`src/rtl/fetch.sv`:
```
// Instruction fetch stage: owns the PC, reads instruction memory over req/ack and hands words to decode.
// Optional misaligned-redirect fault detection is enabled by defining FETCH_MISALIGN_EN.
module fetch #(
   parameter logic [31:0] RESET_PC = 32'h0000_0000
) (
   input  logic        clk,
   input  logic        reset,
   output logic        mem_req,
   output logic [31:0] mem_addr,
   input  logic        mem_ack,
   input  logic [31:0] mem_rdata,
   output logic [31:0] inst,
   output logic [31:0] inst_pc,
   output logic        inst_valid,
   input  logic        inst_ready,
   input  logic        redirect,
   input  logic [31:0] redirect_pc
`ifdef FETCH_MISALIGN_EN
   ,
   output logic        fetch_fault
`endif
);

   // state    | meaning
   // ST_FETCH | request to mem_addr=pc outstanding
   // ST_HOLD  | fetched word presented to decode, waiting for inst_ready
   // ST_DRAIN | squashed request outstanding, its data will be dropped
   // ST_IDLE  | parked after a misaligned redirect until reset
   typedef enum logic [1:0] {
      ST_FETCH = 2'd0,
      ST_HOLD  = 2'd1,
      ST_DRAIN = 2'd2,
      ST_IDLE  = 2'd3
   } state_t;

   localparam logic [31:0] NOP = 32'h0000_0013;

   state_t      state, state_nxt;
   logic [31:0] pc, pc_nxt;
   logic [31:0] inst_nxt, inst_pc_nxt;
   logic        valid_nxt;
   logic        req_done;

`ifdef FETCH_MISALIGN_EN
   logic fault, fault_nxt;
   assign fetch_fault = fault;
`endif

   assign mem_req  = (state == ST_FETCH);
   assign mem_addr = pc;

   // Nothing left in flight once a redirect is taken: held word, or request acked this cycle.
   assign req_done = (state == ST_HOLD) || mem_ack;

   always_comb begin
      state_nxt   = state;
      pc_nxt      = pc;
      inst_nxt    = inst;
      inst_pc_nxt = inst_pc;
      valid_nxt   = inst_valid;
`ifdef FETCH_MISALIGN_EN
      fault_nxt   = fault;
`endif
      case (state)
         ST_FETCH: begin
            if (mem_ack) begin
               inst_nxt    = mem_rdata;
               inst_pc_nxt = pc;
               valid_nxt   = 1'b1;
               state_nxt   = ST_HOLD;
            end
         end
         ST_HOLD: begin
            if (inst_ready) begin
               valid_nxt = 1'b0;
               pc_nxt    = pc + 32'd4;
               state_nxt = ST_FETCH;
            end
         end
         ST_DRAIN: begin
            if (mem_ack) begin
`ifdef FETCH_MISALIGN_EN
               state_nxt = fault ? ST_IDLE : ST_FETCH;
`else
               state_nxt = ST_FETCH;
`endif
            end
         end
         default: ;
      endcase

      if (redirect && (state != ST_IDLE)) begin
         inst_nxt    = inst;
         inst_pc_nxt = inst_pc;
         valid_nxt   = 1'b0;
         pc_nxt      = {redirect_pc[31:2], 2'b00};
         state_nxt   = req_done ? ST_FETCH : ST_DRAIN;
`ifdef FETCH_MISALIGN_EN
         if ((redirect_pc[1:0] != 2'b00) || fault) begin
            fault_nxt = 1'b1;
            state_nxt = req_done ? ST_IDLE : ST_DRAIN;
         end
`endif
      end
   end

   always_ff @(posedge clk) begin
      if (reset) begin
         state      <= ST_FETCH;
         pc         <= RESET_PC;
         inst       <= NOP;
         inst_pc    <= 32'h0;
         inst_valid <= 1'b0;
`ifdef FETCH_MISALIGN_EN
         fault      <= 1'b0;
`endif
      end else begin
         state      <= state_nxt;
         pc         <= pc_nxt;
         inst       <= inst_nxt;
         inst_pc    <= inst_pc_nxt;
         inst_valid <= valid_nxt;
`ifdef FETCH_MISALIGN_EN
         fault      <= fault_nxt;
`endif
      end
   end

endmodule
```
`config.mk`:
```
export PLATFORM = sky130hd
export DESIGN_NAME = fetch
export DESIGN_NICKNAME = d
export VERILOG_FILES = /design/src/rtl/fetch.sv
export SDC_FILE = /design/constraint.sdc
export NUM_CORES = 1
export LEC_CHECK = 0
export ABC_AREA = 1
export BUFFER_PORTS_ARGS = -buffer_cell sky130_fd_sc_hd__buf_2
export CORE_MARGIN = 5
export CORE_UTILIZATION = 49
export CTS_CLUSTER_DIAMETER = 100
export CTS_CLUSTER_SIZE = 10
export DETAILED_ROUTE_END_ITERATION = 12
export PLACE_DENSITY = 0.77
export SLEW_MARGIN = 20
export SYNTH_ARGS = -nofsm -noshare
export SYNTH_HDL_FRONTEND = slang
export SYNTH_SLANG_ARGS = --single-unit
```
`constraint.sdc`:
```
create_clock -name clk -period 2.1 [get_ports clk]
set_clock_uncertainty 0.05 [all_clocks]
set_input_delay 0.315 -clock clk [delete_from_list [all_inputs] [get_ports clk]]
set_output_delay 0.315 -clock clk [all_outputs]
set_load 0.03 [all_outputs]
```
# Word level (Yosys, flattened, before mapping)
# Index checks and enable logic that the tools add are counted.
# word_totals
inputBits	69
word_cells	41
out_inout_bits	98
reg_bits	99
# classes
muxes	12
reduce_logical	13
bitwise_logic	1
addsub	1
n_eq_ne	8
# op_table
op	count
2-to-1 mux 32 bit	3
adder 32 x 3 -> 32 bit (second input constant)	1
2-to-1 mux 2 bit	5
case mux 2 bit (3 select lines)	1
AND reduction 3 bit	2
nonzero test 2 bit	3
!= test 2 bit (second input constant)	2
AND reduction 2 bit	2
AND reduction 4 bit	1
nonzero test 4 bit	1
!= test 3 x 1 -> 1 bit (second input constant)	1
!= test 3 x 2 -> 1 bit (second input constant)	1
!= test 3 bit (second input constant)	1
equality test 2 x 1 -> 1 bit (second input constant)	1
equality test 2 bit (second input constant)	1
logical NOT 2 bit	1
2-to-1 mux 1 bit	2
!= test 2 x 1 -> 1 bit (second input constant)	1
case mux 1 bit (2 select lines)	1
OR reduction 2 bit	1
logical AND 1 bit	1
logical OR 1 bit	1
NOT 1 bit	1

# Logic depth before layout (Yosys ltp)
# Gate-level depths: netlist of the first run.
# depth
word_depth	4
depth_mapped	11
mapped_depth_nobuf	10

# Least setup slack after synthesis of the first run
# OpenSTA, ideal clock, no wires.
# synth_path
path_kind	reg-to-reg
from	register state[0]
to	register inst_pc[2]
path_slack_ns	0.295
t_required_ns	1.934
arrival_ns	1.639
setup_time_ns	0.116
synth_period_minus_slack_ns	1.805
path_stages_with_launch	9
cell_sequence	dfxtp_1 inv_1 ha_1 inv_1 nor3_4 inv_2 clkbuf_1 nor2_1 nor2_1
# synth_rtl
element	line	source
start: declaration	38	state_t state, state_nxt;
start signal: assignment	118	state <= state_nxt;
logical NOT 2 bit	-	
via mem_req	8	output logic mem_req,
AND reduction 3 bit (no line)	-	
end signal: assignment	121	inst_pc <= inst_pc_nxt;
end: declaration	13	output logic [31:0] inst_pc,
# The timed path passes the listed nets, and every way through them passes these cells.
# A chain may end at the register's enable or synchronous reset.

# Worst setup path after layout of the first run
# layout_path
from	register state[1]
to	register pc[14], in the netlist mem_addr[14]
# layout_between
elab_chain_cells	4
# layout_rtl
element	line	source
!= test 2 bit	92	if (redirect && (state != ST_IDLE)) begin
logical AND 1 bit	92	
nonzero test 2 bit (no line)	-	
AND reduction 2 bit (no line)	-	
end signal: assignment	119	pc <= pc_nxt;
end: declaration	39	logic [31:0] pc, pc_nxt;
# Several ways; a longest one is shown, not always the timed one.

==> flow_metrics.tcl, run 1 <==
set metrics [dict create \
    status "finished, final reports clean" \
    crit_type "reg -> reg" \
    pre_cts_slack_ps 179 \
    synthTopCellsByArea "dfxtp_1 (42%), nand2_1 (13%), nor2_1 (9.2%)" \
    drc 0 \
    dp_hpwl_mm 10.2 \
    cts_resized 0 \
    antenna_cells 0 \
    cts_buffer_depth 2 \
    wl_per_cell_um 14.7 \
    syn_inst 668 \
    dieArea_sq_mm 0.0112 \
    fp.coreArea_sq_mm 0.00911 \
    drv_cap 0 \
    cts_buffers 9 \
    htreeDepth 3 \
    syn_area_per_cell_sq_um 6.73 \
    setup_ws_ps 252 \
    ys.flop_type "dfxtp_1" \
    syn_to_final_growth_pct 23.7 \
    synthesis.area_sq_mm 0.00450 \
    ys_warn_count 0 \
    grt_setup_unrepaired "false" \
    wl_mm 13.7 \
    grt_pass1_wl_mm 21.9 \
    drt_iter0_drc 335 \
    async_flop_share_pct 0 \
    hold_viol_final 0 \
    initial_core_util_pct 49.4 \
    antenna_found_initial 0 \
    tns_ps 0 \
    cts.sinks 95 \
    startpoint_type "register" \
    grt_max_degree 53 \
    io_pins 167 \
    vias 4808 \
    grt_overflow 0 \
    cts_tree "yes" \
    vias_per_cell 5.16 \
    layout-drive-gt1-share_pct 25.2 \
    fp.dieH_um 106 \
    clk_pin_slew_worst_paths_ps 100 \
    finalCritPeriodShare_pct 88.0 \
    drv_slew 0 \
    max_clock_freq_ghz 0.541 \
    holdCritPathClass "in -> reg" \
    grt.total_usage_pct 24.2 \
    drtPass1Iterations 5 \
    finalNetCount 890 \
    ys_seq_area_share_pct 42.3 \
    rows 35 \
    clkLatencyLatePin_ps 370 \
    synth-seq-cells 95 \
    cp.arrival_ps 2090 \
    synth.distinct_cells 34 \
    finalSetupViolations 0 \
    critPathCaptureType "register" \
    power.static_leakage_uw 0.00260 \
    postCtsSetupBuffers 0 \
    crit_fanout 17 \
    cp.required_ps 2340 \
    synth_common_cells "nand2_1 (159), nor2_1 (110), dfxtp_1 (95)" \
    yosysMostFrequentCell "nand2_1" \
    gp_congestion 0.919 \
    cts-root-buf "clkbuf_8" \
    ir_drop_uv 335 \
    grt_pass1_vias 4427 \
    fin_crit_ps 1850 \
    antenna_left 0 \
    cts_hold_buf 0 \
    die_x_um 106 \
    io_buffers 160 \
    power.density_mw_per_mm2 727 \
    synth_edf_count 0 \
    synthDominantCellAreaShare_pct 42.3 \
    yosys.area.top_type "dfxtp_1" \
]
through the flow:
stage	instance area, sq um	power, uW	util (%)	cells	hold WS, ps
floorplan	4510	2610	-	671	392
global placement	5370	2880	58.9	916	387
detailed placement	5370	2900	58.9	916	388
CTS	5560	4060	61.0	932	101
global route	5560	4240	61.1	932	100
finish	5560	4040	61.1	932	112
cell usage in the layout (no fill, tap or decap), drive strengths merged:
master	count
clkbuf	9
or2	1
nor3	8
clkinv	4
xor2	1
a211oi	3
clkinvlp	1
dfxtp	95
nand3	50
a21oi	48
ha	5
a22oi	3
nand2	163
and2	1
o211ai	6
inv	58
nor2	120
buf	169
conb	4
a31oi	6
o21ai	64
nand4	2
cells by family (layout without fill, tap and decap cells):
group           after synthesis  in the layout  share of synthesized area, %
compound gates              130            130                          15.4
fa+ha+maj                     5              5                          1.39
other cells                   1              4                        0.0834
xor+xnor                      1              1                         0.195
simple gates                345            345                          32.1
buf+inv                      91            241                          8.54
flops                        95             95                          42.3
cell type report:
type,count,area [sq um]
well taps,111,139
flip-flops and latches,95,1900
repair buffers,169,893
fillers,893,3550
multi-input cells,485,2220
inverters,56,215
clock buffers,9,124
clock inverters,7,66.3
layer usage:
layer / vias up / global-route usage [%] / share of wire, %
met3: 21 / 3.86 / 6.4
met4: 0 / 8.14 / 1.9
li1: 2442 / - / -
met1: 2165 / 33.4 / 44
met2: 180 / 38.4 / 48
met5: - / 0 / 0
sequential cells by signal, indices dropped and copies added (netlist names):
signal	flops
inst	32
inst_pc	30
inst_valid	1
mem_addr	30
state	2
critical path: stages, from the launching register on:
cell	delay, ps
dfxtp_1	400
ha_1	190
inv_2	50
nand2_4	70
buf_4	210
nand3_1	180
nor2_1	310
nand4_1	130
a31oi_1	170
power breakdown:
| group | switching [uW] | leakage, uW | internal [uW] |
|---|---|---|---|
| clock | 725 | 0.0000949 | 458 |
| sequential | 97.2 | 0.000780 | 1920 |
| combinational | 585 | 0.00172 | 254 |
| total | 1410 | 0.00260 | 2630 |
worst paths after layout:
kind	start	end	slack, ps	cells past startpoint
min	mem_rdata[4]	inst[4]	110	3
max	state[1]	mem_addr[14]	250	8
min reg2reg	inst[0]	inst[0]	410	2
max reg2reg	state[1]	mem_addr[14]	250	8
Power figures use the tool's default switching activity.
==> run 2, diff against run 1 <==
- ABC_AREA: 1 -> unset
- CORE_UTILIZATION: 49 -> 48
- GPL_TIMING_DRIVEN: unset -> 0
==> run 2 against run 1 <==
  * Via count decreased by 16%
  * Sequential share of layout area increased by 2.1 points
  * Die area decreased by 7.2%
  * Global-route usage decreased by 1.8 points
  * Clock power increased by 6%
  * Non-clock buffer count increased by 27
==> flow_metrics.tcl, run 2 <==
set metrics [dict create \
    status "finished, final reports clean" \
    worst_slew_pin_slew_ps 544 \
    syn_area_per_cell_sq_um 8.08 \
    synth_common_cells "nand2_1 (141), dfxtp_1 (95), a21oi_1 (62)" \
    holdCritPathClass "in -> reg" \
    design_area_sq_mm 0.00525 \
    grt_max_degree 17 \
    grt.total_usage_pct 22.3 \
    finalSetupViolations 0 \
    synth.distinct_cells 41 \
    htreeDepth 3 \
    cts_buffer_depth 2 \
    power.total_uw 3940 \
    rrSetupSlack_ps 100 \
    power.static_leakage_uw 0.00232 \
    drt_iter0_drc 131 \
    antenna_left 0 \
    rr_startpoint "state[1]" \
    layout-drive-gt1-share_pct 31.2 \
    critPathCaptureType "register" \
    synth-seq-cells 95 \
    crit_type "reg -> reg" \
    startpoint_type "register" \
    synthTopCellsByArea "dfxtp_1 (47%), nand2_1 (13%), a21oi_1 (7.7%)" \
    grt_pass1_wl_mm 18.7 \
    synth_edf_count 0 \
    cts-root-buf "clkbuf_8" \
    final_common_cell "buf_2" \
    dp_cells 769 \
    io_pins 167 \
    async_flop_share_pct 0 \
    antenna_cells 0 \
    fp.coreArea_sq_mm 0.00822 \
    cp.required_ps 2320 \
    top_register "inst" \
    ir_drop_uv 314 \
    holdPathStages 3 \
    antenna_found_initial 0 \
    cp.arrival_ps 2230 \
    r2r-end "mem_addr[31]" \
    cts_tree "yes" \
    ys.flop_type "dfxtp_1" \
    gp_congestion 0.855 \
    vias_per_cell 5.14 \
    hold_path_end "inst[1]" \
    dieArea_sq_mm 0.0104 \
    wl_per_cell_um 14.8 \
    finalNetCount 749 \
    finalCritPeriodShare_pct 95.3 \
    grt_overflow 0 \
    syn_inst 502 \
    fin_cells 785 \
    largest_register_ff_count 32 \
    final_cell_mix "buf_2 (160), nand2_1 (141), dfxtp_1 (93)" \
    dp_hpwl_mm 8.85 \
    cts_buffers 9 \
    drc 0 \
    cts.sinks 95 \
    die_x_um 102 \
    clk_pin_slew_worst_paths_ps 90 \
    place_area_sq_mm 0.00499 \
    grt_setup_unrepaired "false" \
    yosys.area.top_type "dfxtp_1" \
    rows 33 \
    clkLatencyLatePin_ps 350 \
    hold_viol_final 0 \
    pre_cts_slack_ps -37.5 \
    drtPass1Iterations 4 \
    ys_warn_count 0 \
    initial_core_util_pct 49.4 \
    fp.dieH_um 102 \
    vias 4034 \
    ys_seq_area_share_pct 46.9 \
    synthesis.area_sq_mm 0.00406 \
    crit_fanout 6 \
    power.density_mw_per_mm2 752 \
    wl_mm 11.6 \
    setup_ws_ps 98.2 \
    drv_slew 0 \
    worstHoldStart "mem_rdata[1]" \
    slew-limit-headroom_pct 63.7 \
    yosysMostFrequentCell "nand2_1" \
    reg2regPathDepth 7 \
    syn_to_final_growth_pct 29.3 \
    max_clock_freq_ghz 0.500 \
    grt_pass1_vias 3943 \
    synthDominantCellAreaShare_pct 46.9 \
    drv_cap 0 \
    io_buffers 159 \
    fin_crit_ps 2000 \
]
run 2: cell count changes after synthesis, moves of 11 or more:
cell	change
o21ai_0	-55
xor2_1	+13
a211oi_1	+22
inv_1	-43
nand2_1	-18
nor2_1	-74
a21oi_1	+15
xnor2_1	+11
nand3_1	-37
run 2: cell type report:
cell class                      count  area [sq um]
Fill cell                         740          2970
Clock inverter                      6          66.3
Clock buffer                       10           138
Timing Repair Buffer              159           796
Sequential cell                    95          1900
Multi-Input combinational cell    366          1970
Tap cell                          105           131
Inverter                            7          26.3
Buffer                             37           209
run 2: worst max path at each step:
| stage | start | endpoint | slack, ps | cells after the start |
|---|---|---|---|---|
| floorplan | mem_addr[21] | mem_addr[29] | 160 | 5 |
| global placement | state[0] | inst_pc[14] | 30 | 7 |
| detailed placement | state[0] | inst_pc[12] | -40 | 7 |
| CTS | state[1] | mem_addr[31] | 0.6 | 7 |
| global route | state[0] | inst[11] | 0.8 | 7 |
| finish | state[1] | mem_addr[31] | 100 | 7 |
run 2: critical path: stages (launching register included):
cell and delay [ps]:
dfxtp_1 360, inv_2 90, ha_4 160, nand2_1 110, or4_4 590, nor4_4 250
xnor2_1 110, a211oi_2 200
run 2: cells by family after synthesis:
| kind of cell | count (synthesis) | share of synthesized area [%] |
|---|---|---|
| flip-flops | 95 | 46.9 |
| AND/OR/NAND/NOR | 231 | 25.7 |
| AO/OA/AOI/OAI | 99 | 14.3 |
| buffers and inverters | 44 | 5.49 |
| adder cells (fa/ha/maj) | 5 | 1.54 |
| other | 1 | 0.0925 |
| multiplexers | 2 | 0.525 |
| XOR/XNOR | 25 | 5.40 |
run 2: timing repair:
item,in CTS,in global routing
pin swaps,0,0
hold buffers,0,0
endpoints found under the setup margin,18,44
buffers inserted,0,0
gates resized for setup,4,24
gates cloned,0,0
run 2: report_power, final:
part           internal, uW  switching, uW  total (uW)
logic                   234            464         697
clock network           591            657        1250
registers              1900           98.8        2000
run 2: layer usage:
metal	global-route usage (%)	wire [um]	up-vias
met1	28.6	4980	1868
met5	0	0	-
met4	5.35	112	0
li1	-	-	2028
met3	5.67	938	10
met2	38.0	5600	128
run 2: through the flow:
step	hold WS, ps	utilization [%]	TNS, ps
final	124	63.8	0
after global placement	390	60.8	0
after detailed placement	393	60.8	-299
after global routing	114	63.8	0
after floorplan	389	-	0
after CTS	107	63.4	0
